**config.mk**
```make
export PLATFORM = sky130hd
export DESIGN_NAME = io_responder
export DESIGN_NICKNAME = d
export VERILOG_FILES = /design/src/rtl/io_responder.sv
export SDC_FILE = /design/constraint.sdc
export NUM_CORES = 1
export LEC_CHECK = 0
export ABC_AREA = 1
export CAP_MARGIN = 20
export CORE_MARGIN = 2
export CORE_UTILIZATION = 30
export CTS_BUF_LIST = sky130_fd_sc_hd__clkbuf_4 sky130_fd_sc_hd__clkbuf_8 sky130_fd_sc_hd__clkbuf_16
export DETAILED_ROUTE_END_ITERATION = 8
export SLEW_MARGIN = 20
export SYNTH_ARGS = -nofsm -noshare
export SYNTH_HDL_FRONTEND = slang
export SYNTH_SLANG_ARGS = --single-unit
```
**constraint.sdc**
```tcl
create_clock -name clk -period 2.6 [get_ports clk]
set_input_delay 0.65 -clock clk [delete_from_list [all_inputs] [get_ports clk]]
set_output_delay 0.65 -clock clk [all_outputs]
set_load 0.02 [all_outputs]
```
**src/rtl/io_responder.sv**
```systemverilog
// rtl/io_responder.sv - IO bus responder: per-channel input holding registers and address-tagged output FIFO
// Optional error flags (ovf/udf/err_clr) are built when IO_RESPONDER_ERR_FLAGS_EN is defined.
module io_responder #(
  parameter int NUBITS = 32,
  parameter int NUIOIN = 8,
  parameter int NUIOOU = 8,
  parameter int OFIFOW = 2
) (
  input  logic                         clk,
  input  logic                         rst,
  output logic [NUBITS-1:0]            io_in,
  input  logic [$clog2(NUIOIN)-1:0]    addr_in,
  input  logic                         req_in,
  input  logic [NUBITS-1:0]            data_out,
  input  logic [$clog2(NUIOOU)-1:0]    addr_out,
  input  logic                         out_en,
  input  logic [NUIOIN*NUBITS-1:0]     ext_in_data,
  input  logic [NUIOIN-1:0]            ext_in_valid,
  output logic [NUIOIN-1:0]            ext_in_ready,
  output logic [NUBITS-1:0]            ext_out_data,
  output logic [$clog2(NUIOOU)-1:0]    ext_out_addr,
  output logic                         ext_out_valid,
  input  logic                         ext_out_ready,
`ifdef IO_RESPONDER_ERR_FLAGS_EN
  output logic                         ovf,
  output logic                         udf,
  input  logic                         err_clr,
`endif
  output logic                         out_full
);

  localparam int AIW   = $clog2(NUIOIN);
  localparam int AOW   = $clog2(NUIOOU);
  localparam int DEPTH = 1 << OFIFOW;
  localparam int EW    = AOW + NUBITS;

  localparam logic [AIW:0]      NIN      = (AIW+1)'(NUIOIN);
  localparam logic [OFIFOW:0]   CNT_FULL = (OFIFOW+1)'(DEPTH);
  localparam logic [OFIFOW:0]   CNT_ONE  = (OFIFOW+1)'(1);
  localparam logic [OFIFOW-1:0] PTR_ONE  = OFIFOW'(1);

  // ---------------- input side ----------------
  logic [NUBITS-1:0] hreg [NUIOIN];
  logic [NUIOIN-1:0] hv;
  logic              in_range;
  logic              rd_hit;

  // channel select is only honoured for existing channels
  assign in_range     = ({1'b0, addr_in} < NIN);
  assign rd_hit       = req_in & in_range & hv[addr_in];
  assign ext_in_ready = ~hv;

  // read mux: stale value on empty channel, zero when out of range
  always_comb begin
    io_in = '0;
    if (in_range) io_in = hreg[addr_in];
  end

  // holding registers: producer load when empty, core read clears the valid flag only
  always_ff @(posedge clk or negedge rst) begin
    if (!rst) begin
      for (int i = 0; i < NUIOIN; i++) hreg[i] <= '0;
      hv <= '0;
    end else begin
      for (int i = 0; i < NUIOIN; i++) begin
        if (ext_in_valid[i] && !hv[i]) begin
          hreg[i] <= ext_in_data[i*NUBITS +: NUBITS];
          hv[i]   <= 1'b1;
        end else if (rd_hit && (addr_in == AIW'(i))) begin
          hv[i] <= 1'b0;
        end
      end
    end
  end

  // ---------------- output FIFO ----------------
  logic [EW-1:0]       mem [DEPTH];
  logic [OFIFOW-1:0]   rptr;
  logic [OFIFOW-1:0]   wptr;
  logic [OFIFOW:0]     count;
  logic [EW-1:0]       last;
  logic [EW-1:0]       head;
  logic                push;
  logic                pop;

  assign ext_out_valid = (count != '0);
  assign out_full      = (count == CNT_FULL);
  assign pop           = ext_out_valid & ext_out_ready;
  // a pop in the same cycle frees the slot, so a full FIFO still admits the push
  assign push          = out_en & (~out_full | pop);

  // when empty the port keeps showing the entry most recently handed out
  assign head = ext_out_valid ? mem[rptr] : last;
  assign {ext_out_addr, ext_out_data} = head;

  // storage array; contents are only observed through valid pointers so no reset is needed
  always_ff @(posedge clk) begin
    if (push) mem[wptr] <= {addr_out, data_out};
  end

  // pointers, occupancy and last-popped entry
  always_ff @(posedge clk or negedge rst) begin
    if (!rst) begin
      rptr  <= '0;
      wptr  <= '0;
      count <= '0;
      last  <= '0;
    end else begin
      if (push) wptr <= wptr + PTR_ONE;
      if (pop) begin
        rptr <= rptr + PTR_ONE;
        last <= mem[rptr];
      end
      case ({push, pop})
        2'b10:   count <= count + CNT_ONE;
        2'b01:   count <= count - CNT_ONE;
        default: count <= count;
      endcase
    end
  end

`ifdef IO_RESPONDER_ERR_FLAGS_EN
  logic drop;
  logic under;

  assign drop  = out_en & out_full & ~pop;
  assign under = req_in & ~(in_range & hv[addr_in]);

  // sticky error flags; a new event in the clear cycle keeps the flag set
  always_ff @(posedge clk or negedge rst) begin
    if (!rst) begin
      ovf <= 1'b0;
      udf <= 1'b0;
    end else begin
      if (drop)         ovf <= 1'b1;
      else if (err_clr) ovf <= 1'b0;
      if (under)        udf <= 1'b1;
      else if (err_clr) udf <= 1'b0;
    end
  end
`endif

endmodule

```
* After elaboration in Yosys (flattened, before gate mapping)
Memories as Yosys holds them, arrays and structs flattened. Cells that the tools add are included.
Word-level totals: register bits after elaboration 306, bits in writable memories 140, output and inout port bits 77, word-level logic and storage cells 104, memories kept 1
Cells by class: $add $sub $neg 4, magnitude comparators 2, equal/unequal tests 10, multiplexer cells 25, bitwise operators 7, reductions and logical operators 35
Memories:
- mem | words 4, bits a word 35, read ports 1, clocked after memory_dff 0, write ports 1, line 77 | logic [EW-1:0] mem [DEPTH];
Operator list (count):
- binary-select mux 32 bit (select 3 bit) | 1
- two-way mux 32 bit | 2
- two-way mux 35 bit | 1
- two-way mux 1 bit | 19
- nonzero test 2 bit | 9
- logical AND 1 bit | 16
- == test 3 bit, second input constant | 5
- zero test 1 bit | 8
- inverter 8 bit | 1
- == test 3 x 2 -> 1 bit, second input constant | 2
- case mux 3 bit (2 select lines) | 1
- adder 2 x 1 -> 2 bit, second input constant | 2
- greater-or-equal comparator 4 bit, second input constant | 1
- less-than comparator 3 x 4 -> 1 bit, second input constant | 1
- inverter 3 -> 4 bit | 1
- adder 3 x 1 -> 3 bit, second input constant | 1
- AND 1 bit | 3
- binary-select mux 1 bit (select 3 bit) | 1
- == test 3 x 1 -> 1 bit, second input constant | 1
- zero test 3 bit | 1
- nonzero test 3 bit | 1
- subtractor 3 x 1 -> 3 bit, second input constant | 1
- == test 2 x 1 -> 1 bit, second input constant | 1
- == test 2 bit, second input constant | 1
- other kinds (2) | 2

* Longest topological paths before layout
Gate-level depths: netlist (run 1).
depth in word-level cells 6, gate-level depth with buffers 13

* Worst setup path after synthesis (run 1)
OpenSTA, ideal clock, no wires.
path type in2reg, from input ext_out_ready, to memory mem[0][0] (netlist bit), enable pin, data arrival time 2.236 ns, path slack -0.063 ns, cell stages on the path 2, cell sequence o21ai_2 -> nor2_1
Between the ends: cells in the longest elaborated chain, start to end 5
RTL lines:
- start, declared | line 23 | input logic ext_out_ready,
- AND 1 bit | line 88 | assign pop = ext_out_valid & ext_out_ready;
- bitwise OR 1 bit | line 90 | assign push = out_en & (~out_full | pop);
- AND 1 bit | line 90
- two-way mux 1 bit | line 98 | if (push) mem[wptr] <= {addr_out, data_out};
- two-way mux 1 bit (not written as such) | line 98
- end, declared | line 77
No other way between the ends.

* Worst setup path in the final report (run 1)
from register rptr[0], to output ext_out_data[1]
Between the ends: cells in the longest elaborated chain, start to end 2
RTL lines:
- start, declared | line 78 | logic [OFIFOW-1:0] rptr;
- start signal, assigned | line 111 | rptr <= rptr + PTR_ONE;
- memory read (4 x 35 bit)
- two-way mux 35 bit | line 93 | assign head = ext_out_valid ? mem[rptr] : last;
- end, declared | line 20 | output logic [NUBITS-1:0] ext_out_data,
No other way between the ends.

==> insert_results.sql, run 1 <==
INSERT INTO impl_metrics (metric_group, metric, value, unit) VALUES
('floorplan', 'ports', '384', ''),
('grt', 'grt_first_pass_wirelength', '98860', 'um'),
('grt', 'largest_net_degree_at_the_start_of_global_routing', '74', ''),
('grt', 'grt_util_all_layers', '0.2032', ''),
('grt', 'grt_pass1_vias', '15209', ''),
('detailed_routing', 'firstDrtPassIters', '5', ''),
('synthesis', 'postSynthRegisterBits', '446', ''),
('finish', 'final_net_count', '2422', ''),
('clock_network', 'clock_sinks', '446', ''),
('placement', 'place.detailed.instances', '2851', ''),
('floorplan', 'start_util', '0.3019', ''),
('synthesis', 'synth_area', '18970', 'um2'),
('detailed_routing', 'route.detailed.drc', '0', ''),
('sta', 'fmax', '366.9', 'MHz'),
('placement', 'portBuffers', '383', ''),
('worst_setup_path', 'reg2reg_from', 'count[0]', ''),
('clock_network', 'clock_insertion_delay_worst_skew', '0.60', 'ns'),
('floorplan', 'dieWidth', '255.5', 'um'),
('sta', 'final-setup-viol-count', '36', ''),
('clock_network', 'worst_setup_hold_path_clk_slew', '0.06', 'ns'),
('worst_setup_path', 'critical_path_peak_fanout', '13', ''),
('worst_setup_path', 'worst_setup_path_start_kind', 'flop', ''),
('clock_network', 'cts-buffers-inserted', '51', ''),
('power_and_ir_drop', 'peakVddDrop', '970.5', 'uV'),
('sta', 'report.final.slew_viol_count', '0', ''),
('clock_network', 'cts_hold_fix_bufs', '0', ''),
('placement', 'place.gp.congestion', '0.9474', ''),
('grt', 'grt_remaining_overflow', '0', ''),
('finish', 'layoutNonFillerInstCount', '3002', ''),
('finish', 'area_growth', '45.98', '%'),
('worst_setup_path', 'startpoint_to_endpoint_class_of_the_critical_path', 'flop to primary output', ''),
('finish', 'drive_gt1_frac', '0.3216', ''),
('clock_network', 'cts_tree', 'built', ''),
('status', 'failing_checks', 'negative setup slack', ''),
('clock_network', 'max_h_tree_level', '2', ''),
('power_and_ir_drop', 'p_leak', '11.32', 'nW'),
('worst_setup_path', 'end_kind', 'primary output', ''),
('synthesis', 'synthesis.instances', '1615', ''),
('synthesis', 'mean_cell_area_of_the_mapped_netlist', '11.75', 'um2'),
('synthesis', 'synth-async-reset-ratio', '0.6861', ''),
('floorplan', 'number_of_placement_rows', '92', ''),
('synthesis', 'yosysWarningCount', '0', ''),
('floorplan', 'die_h', '255.5', 'um'),
('job', 'drv.max_cap_violation_count', '0', ''),
('detailed_routing', 'count_of_routing_violations_after_the_opening_detailed_route_iteration', '997', ''),
('synthesis', 'syn-num-nets', '1927', ''),
('clock_network', 'clk_path_buf_depth', '3', ''),
('sta', 'finalCritPeriodShare', '1.048', ''),
('floorplan', 'coreArea', '62850', 'um2'),
('synthesis', 'portion_of_the_post_synthesis_area_used_by_sequential_elements', '0.6252', ''),
('detailed_routing', 'route.detailed.wl_per_inst', '22.80', 'um'),
('synthesis', 'postSynth.topFlopCell', 'dfrtp_1', ''),
('detailed_routing', 'routed-via-count', '14730', ''),
('clock_network', 'cts_root_buffer', 'clkbuf_16', ''),
('sta', 'timing_worst_slew_pin_value', '0.6247', 'ns'),
('sta', 'fin_skew', '0.01784', 'ns'),
('status', 'run_status', 'complete, but fails checks', ''),
('detailed_routing', 'routed_wl', '68440', 'um'),
('synthesis', 'synth_edf_count', '140', ''),
('detailed_routing', 'drt.antenna.violating_nets', '0', ''),
('worst_setup_path', 'worstPathRequired', '1.95', 'ns'),
('sta', 'max_slew_margin', '0.5835', ''),
('sta', 'finalHoldViolCount', '0', ''),
('sta', 'grt_setup_unrepaired', 'true', ''),
('worst_hold_path', 'min-delay-path-class', 'input port to asynchronous set/reset pin', ''),
('sta', 'post-route-worst-setup-slack', '-0.1257', 'ns'),
('sta', 'period_needed', '2.726', 'ns'),
('grt', 'grt_antenna_before_repair', '19', ''),
('worst_setup_path', 'setup.worst_path.start', 'rptr[0]', ''),
('worst_setup_path', 'arrival', '2.08', 'ns'),
('placement', 'detailed_place_hpwl', '46330', 'um'),
('sta', 'setup-tns-final', '-1.631', 'ns'),
('floorplan', 'die-area', '65270', 'um2'),
('detailed_routing', 'drt-vias-per-instance', '4.907', ''),
('synthesis', 'netlist-cell-type-count', '29', ''),
('power_and_ir_drop', 'cellPowerDensity', '1059', 'nW/um2');
[cell usage after synthesis (7+ instances only)]
master | number | share of area
nand2_1 | 392 | 0.078
dfrtp_1 | 306 | 0.40
mux2_2 | 256 | 0.15
edfxtp_1 | 140 | 0.22
nor2_1 | 94 | 0.019
o21ai_1 | 75 | 0.020
o21ai_0 | 65 | 0.017
nand4_1 | 62 | 0.020
buf_2 | 61 | 0.016
o22a_1 | 35 | 0.016
clkbuf_1 | 28 | 0.0055
inv_1 | 25 | 0.0049
a22oi_1 | 14 | 0.0055
nand3_1 | 14 | 0.0037
o21a_1 | 8 | 0.0032
inv_2 | 7 | 0.0014
[per-layer routing]
metal,part of all wire,GRT usage,routed length (um)
met5,0.0028,0,194
met4,0.032,0.06920,2184
met3,0.082,0.06290,5585
met2,0.48,0.3388,32890
met1,0.40,0.2494,27580
[report_power, final]
part	switching [mW]	internal (mW)
logic	5.38	5.38
registers	1.41	9.76
clock network	2.96	4.46
total	9.74	19.6
[registers in the layout, summed over array words and instances (netlist names)]
signal  cells
count       3
hreg      256
hv          8
last       35
mem       140
rptr        2
wptr        2
[critical path: stages, from the launching register on]
cell       delay [ns]
dfrtp_2          0.44
buf_4            0.16
clkbuf_16        0.17
o21ai_1          0.08
o22a_1           0.22
o21ai_2          0.25
buf_6            0.16
[layout by cell type (no fill, tap or decap), types with 14 or more instances in the layout]
cell type | netlist | layout
nand4_1 | 62 | 62
buf_4 | 4 | 93
nand2_1 | 392 | 346
o22a_1 | 35 | 35
o21ai_0 | 65 | 45
o21ai_1 | 75 | 66
clkbuf_16 | 0 | 57
buf_12 | 0 | 52
nand3_1 | 14 | 14
dfrtp_1 | 306 | 305
edfxtp_1 | 140 | 140
o21ai_2 | 1 | 30
nand2_2 | 1 | 42
clkdlybuf4s50_1 | 0 | 310
buf_6 | 0 | 60
inv_1 | 25 | 25
nor2_1 | 94 | 76
mux2_2 | 256 | 256
[final cells by class]
class                      instances  area, um2
antenna                            4      10.01
clock buffer                      69       1468
clock inverter                    26      284.0
fill                            5741      35150
inverter                          32      145.1
multi-input combinational       1039       6924
sequential                       446      11860
tap                              846       1059
timing repair buffer             540       5946
[worst paths after layout]
check	endpoint	cells after the start	slack (ns)
worst max-delay path	ext_out_data[1]	6	-0.13
worst min-delay path	hreg[204]	1	0.05
worst max register to register	count[2]	13	0.68
worst min register to register	hv[3]	2	0.47
max in group asynchronous	hreg[94]	2	1.74
min in group clk	hv[2]	5	0.47
[per-stage QoR]
| step | cell area, um2 | hold slack [ns] | setup WS [ns] | power, mW | util |
|---|---|---|---|---|---|
| after floorplan | 18970 | 0.3544 | -0.06303 | 16.22 | - |
| after global placement | 24740 | 0.4570 | -1.026 | 20.67 | 0.3937 |
| after detailed placement | 24740 | 0.4644 | -1.005 | 20.90 | 0.3937 |
| after CTS | 27270 | 0.04956 | -0.2300 | 29.02 | 0.4339 |
| after global routing | 27690 | 0.08074 | -0.2014 | 30.83 | 0.4406 |
| final | 27700 | 0.05147 | -0.1257 | 29.34 | 0.4407 |
[timing repair]
action,in CTS,in global routing
gates resized for setup,383,140
setup endpoints to repair,69,64
pin swaps,28,51
setup buffers,27,23
cloned,11,8
[logic make-up after synthesis]
group | share of synthesized area
AOI/OAI and AO/OA | 0.06463
xor gates and xnor gates | 0.001385
adders and majority gates | 0.003693
buffers and inverters | 0.03066
DFF | 0.6252
muxes | 0.1519
and+or+nand+nor | 0.1225
(Power assumes the default switching activity.)
==> inputs of run 2 (changes only) <==
PLACE_DENSITY = 0.56   (was unset)
==> run 2 against run 1 <==
The run still ends with negative setup slack left. Final cell count down 0.30%. Critical path depth up 1. Critical endpoint is now ext_out_data[0]. Power down 0.62%. Non-clock buffer count down 3. Clock-buffer cell count up 4. Combinational power about the same. First-iteration DRC count down 9.3%.
==> insert_results.sql, run 2 (synthesized netlist as in run 1, its figures left out) <==
INSERT INTO impl_metrics (metric_group, metric, value, unit) VALUES
('status', 'run_status', 'complete, but fails checks', ''),
('status', 'failing_checks', 'negative setup slack', ''),
('floorplan', 'ports', '384', ''),
('sta', 'timing_worst_slew_pin_value', '0.5580', 'ns'),
('floorplan', 'start_util', '0.3019', ''),
('sta', 'finalCritPeriodShare', '1.033', ''),
('floorplan', 'coreArea', '62850', 'um2'),
('worst_setup_path', 'timing.critical_path.mode_cell', 'buf_12', ''),
('worst_setup_path', 'critical-path-slowest-cell', 'dfrtp_2', ''),
('clock_network', 'clock_sinks', '446', ''),
('detailed_routing', 'count_of_routing_violations_after_the_opening_detailed_route_iteration', '904', ''),
('worst_setup_path', 'startpoint_to_endpoint_class_of_the_critical_path', 'flop to primary output', ''),
('worst_setup_path', 'timing.critical_path.cells', 'buf_12 -> clkinv_16 -> buf_12 -> nor2_2 -> o22a_1 -> o21ai_2 -> buf_6', ''),
('power_and_ir_drop', 'p_leak', '11.35', 'nW'),
('job', 'drv.max_cap_violation_count', '0', ''),
('finish', 'drive_gt1_frac', '0.3263', ''),
('worst_setup_path', 'worstPathRequired', '1.95', 'ns'),
('floorplan', 'number_of_placement_rows', '92', ''),
('clock_network', 'worst_setup_hold_path_clk_slew', '0.05', 'ns'),
('grt', 'grt_antenna_before_repair', '23', ''),
('worst_setup_path', 'setup.worst_path.start', 'rptr[0]', ''),
('placement', 'place.gp.congestion', '0.9061', ''),
('power_and_ir_drop', 'cellPowerDensity', '1050', 'nW/um2'),
('worst_hold_path', 'timing.hold.worst.start', 'hv[0]', ''),
('worst_setup_path', 'cpLargestDelayFamily', 'buffers and inverters', ''),
('sta', 'finalHoldViolCount', '0', ''),
('detailed_routing', 'drt.antenna.violating_nets', '0', ''),
('finish', 'largest_register_ffs', '256', ''),
('worst_hold_path', 'min-delay-path-class', 'flop to flop', ''),
('finish', 'area_growth', '46.37', '%'),
('sta', 'period_needed', '2.685', 'ns'),
('sta', 'final-setup-viol-count', '41', ''),
('floorplan', 'die_h', '255.5', 'um'),
('worst_hold_path', 'worstHoldPathCells', '2', ''),
('power_and_ir_drop', 'peakVddDrop', '954.2', 'uV'),
('sta', 'report.final.slew_viol_count', '0', ''),
('finish', 'final_util', '0.4419', ''),
('clock_network', 'cts_tree', 'built', ''),
('worst_setup_path', 'r2r.worst_path.cells', '13', ''),
('finish', 'final_net_count', '2418', ''),
('detailed_routing', 'routed_wl', '66010', 'um'),
('detailed_routing', 'firstDrtPassIters', '5', ''),
('floorplan', 'dieWidth', '255.5', 'um'),
('sta', 'fin_skew', '0.01693', 'ns'),
('worst_setup_path', 'worst-path-buf-inv', '4', ''),
('worst_setup_path', 'critical_path_peak_fanout', '8', ''),
('sta', 'setup-tns-final', '-1.443', 'ns'),
('worst_setup_path', 'reg2reg_from', 'count[0]', ''),
('worst_setup_path', 'max_stage_delay', '0.43', 'ns'),
('placement', 'place.detailed.instances', '2852', ''),
('finish', 'final_cell_mix', 'nand2_1 (348), clkdlybuf4s50_1 (310), dfrtp_1 (304)', ''),
('floorplan', 'die-area', '65270', 'um2'),
('finish', 'layoutNonFillerInstCount', '2993', ''),
('clock_network', 'max_h_tree_level', '2', ''),
('sta', 'grt_setup_unrepaired', 'true', ''),
('clock_network', 'clock_insertion_delay_worst_skew', '0.60', 'ns'),
('finish', 'mostFrequentLayoutCell', 'nand2_1', ''),
('sta', 'max_slew_margin', '0.6280', ''),
('grt', 'grt_util_all_layers', '0.1968', ''),
('worst_setup_path', 'end_kind', 'primary output', ''),
('clock_network', 'cts-buffers-inserted', '50', ''),
('detailed_routing', 'drt-vias-per-instance', '4.839', ''),
('grt', 'largest_net_degree_at_the_start_of_global_routing', '74', ''),
('worst_setup_path', 'worst_setup_path_start_kind', 'flop', ''),
('detailed_routing', 'route.detailed.wl_per_inst', '22.06', 'um'),
('finish', 'biggestRegsByFlops', 'hreg: 256 flops, mem: 140 flops, last: 35 flops', ''),
('sta', 'post-route-worst-setup-slack', '-0.08496', 'ns'),
('finish', 'max_flop_register', 'hreg', ''),
('clock_network', 'clk_path_buf_depth', '3', ''),
('grt', 'grt_pass1_vias', '14953', ''),
('detailed_routing', 'route.detailed.drc', '0', ''),
('placement', 'portBuffers', '383', ''),
('worst_setup_path', 'timing.critical_path.depth', '7', ''),
('sta', 'fmax', '372.4', 'MHz'),
('clock_network', 'cts_root_buffer', 'clkbuf_16', ''),
('grt', 'grt_first_pass_wirelength', '96780', 'um'),
('placement', 'detailed_place_hpwl', '45550', 'um'),
('worst_setup_path', 'arrival', '2.03', 'ns'),
('grt', 'grt_remaining_overflow', '0', ''),
('detailed_routing', 'routed-via-count', '14484', '');
## run 2: changes by cell type in the layout (fill, tap and decap cells not counted), moves of 3 or more
cell        before  now
buf_16           5   11
o21ai_1         66   73
o21ai_2         30   34
buf_6           60   69
buf_12          52   48
clkbuf_4        10   16
nor2_2          12   18
nor2_1          76   70
nand2_2         42   39
clkinvlp_4       4    1
o21ai_0         45   33
buf_4           93   80
## run 2: power by group
| part | internal (mW) | total [mW] | switching (mW) | leakage [nW] |
|---|---|---|---|---|
| Combinational | 5.46 | 10.9 | 5.45 | 5.61 |
| Sequential | 9.76 | 11.1 | 1.35 | 4.90 |
| Clock | 4.23 | 7.14 | 2.91 | 0.841 |
| Total | 19.5 | 29.2 | 9.71 | 11.4 |
## run 2: per-stage QoR
step / hold WS (ns) / instance area (um2) / worst slack [ns] / total power, mW
final: 0.4676 / 27770 / -0.08496 / 29.16
after global routing: 0.5106 / 27770 / -0.1672 / 30.69
after CTS: 0.4723 / 27240 / -0.1893 / 28.67
after detailed placement: 0.4585 / 24730 / -0.9369 / 20.70
after global placement: 0.4566 / 24730 / -0.8696 / 20.47
after floorplan: 0.3544 / 18970 / -0.06303 / 16.22
## run 2: worst register-to-register path: cells and delay by family, from the launching register on
family        cells  cell delay, ns
simple gates      8            0.71
flops             1            0.40
fa+ha+maj         1            0.38
buf+inv           4            0.30
## run 2: final cells by class
class	instances	area, um2
tap	846	1059
antenna	2	5.005
clock buffer	73	1468
inverter	32	151.4
fill	5805	35080
clock inverter	18	200.2
timing repair buffer	537	6042
sequential	446	11860
multi-input combinational	1039	6982
## run 2: per-layer routing
| layer | share of wire | global-route usage |
|---|---|---|
| met3 | 0.084 | 0.06369 |
| met5 | 0.0040 | 0 |
| met1 | 0.41 | 0.2489 |
| met2 | 0.48 | 0.3253 |
| met4 | 0.023 | 0.05036 |
## run 2: timing repair
item                                   in CTS  in global routing
pin swaps                                  28                 67
setup endpoints to repair                  69                 67
cloned                                     14                  7
hold buffers                                1                  0
setup buffers                              25                 10
gates resized for setup                   438                128
endpoints found under the hold margin       5                  0
## run 2: worst paths after layout
kind	endpoint	slack (ns)
max	ext_out_data[0]	-0.08
min	hv[0]	0.47
max reg2reg	count[2]	0.72
min reg2reg	hv[0]	0.47
max in group asynchronous	hreg[13]	1.26
min in group asynchronous	hreg[198]	0.59
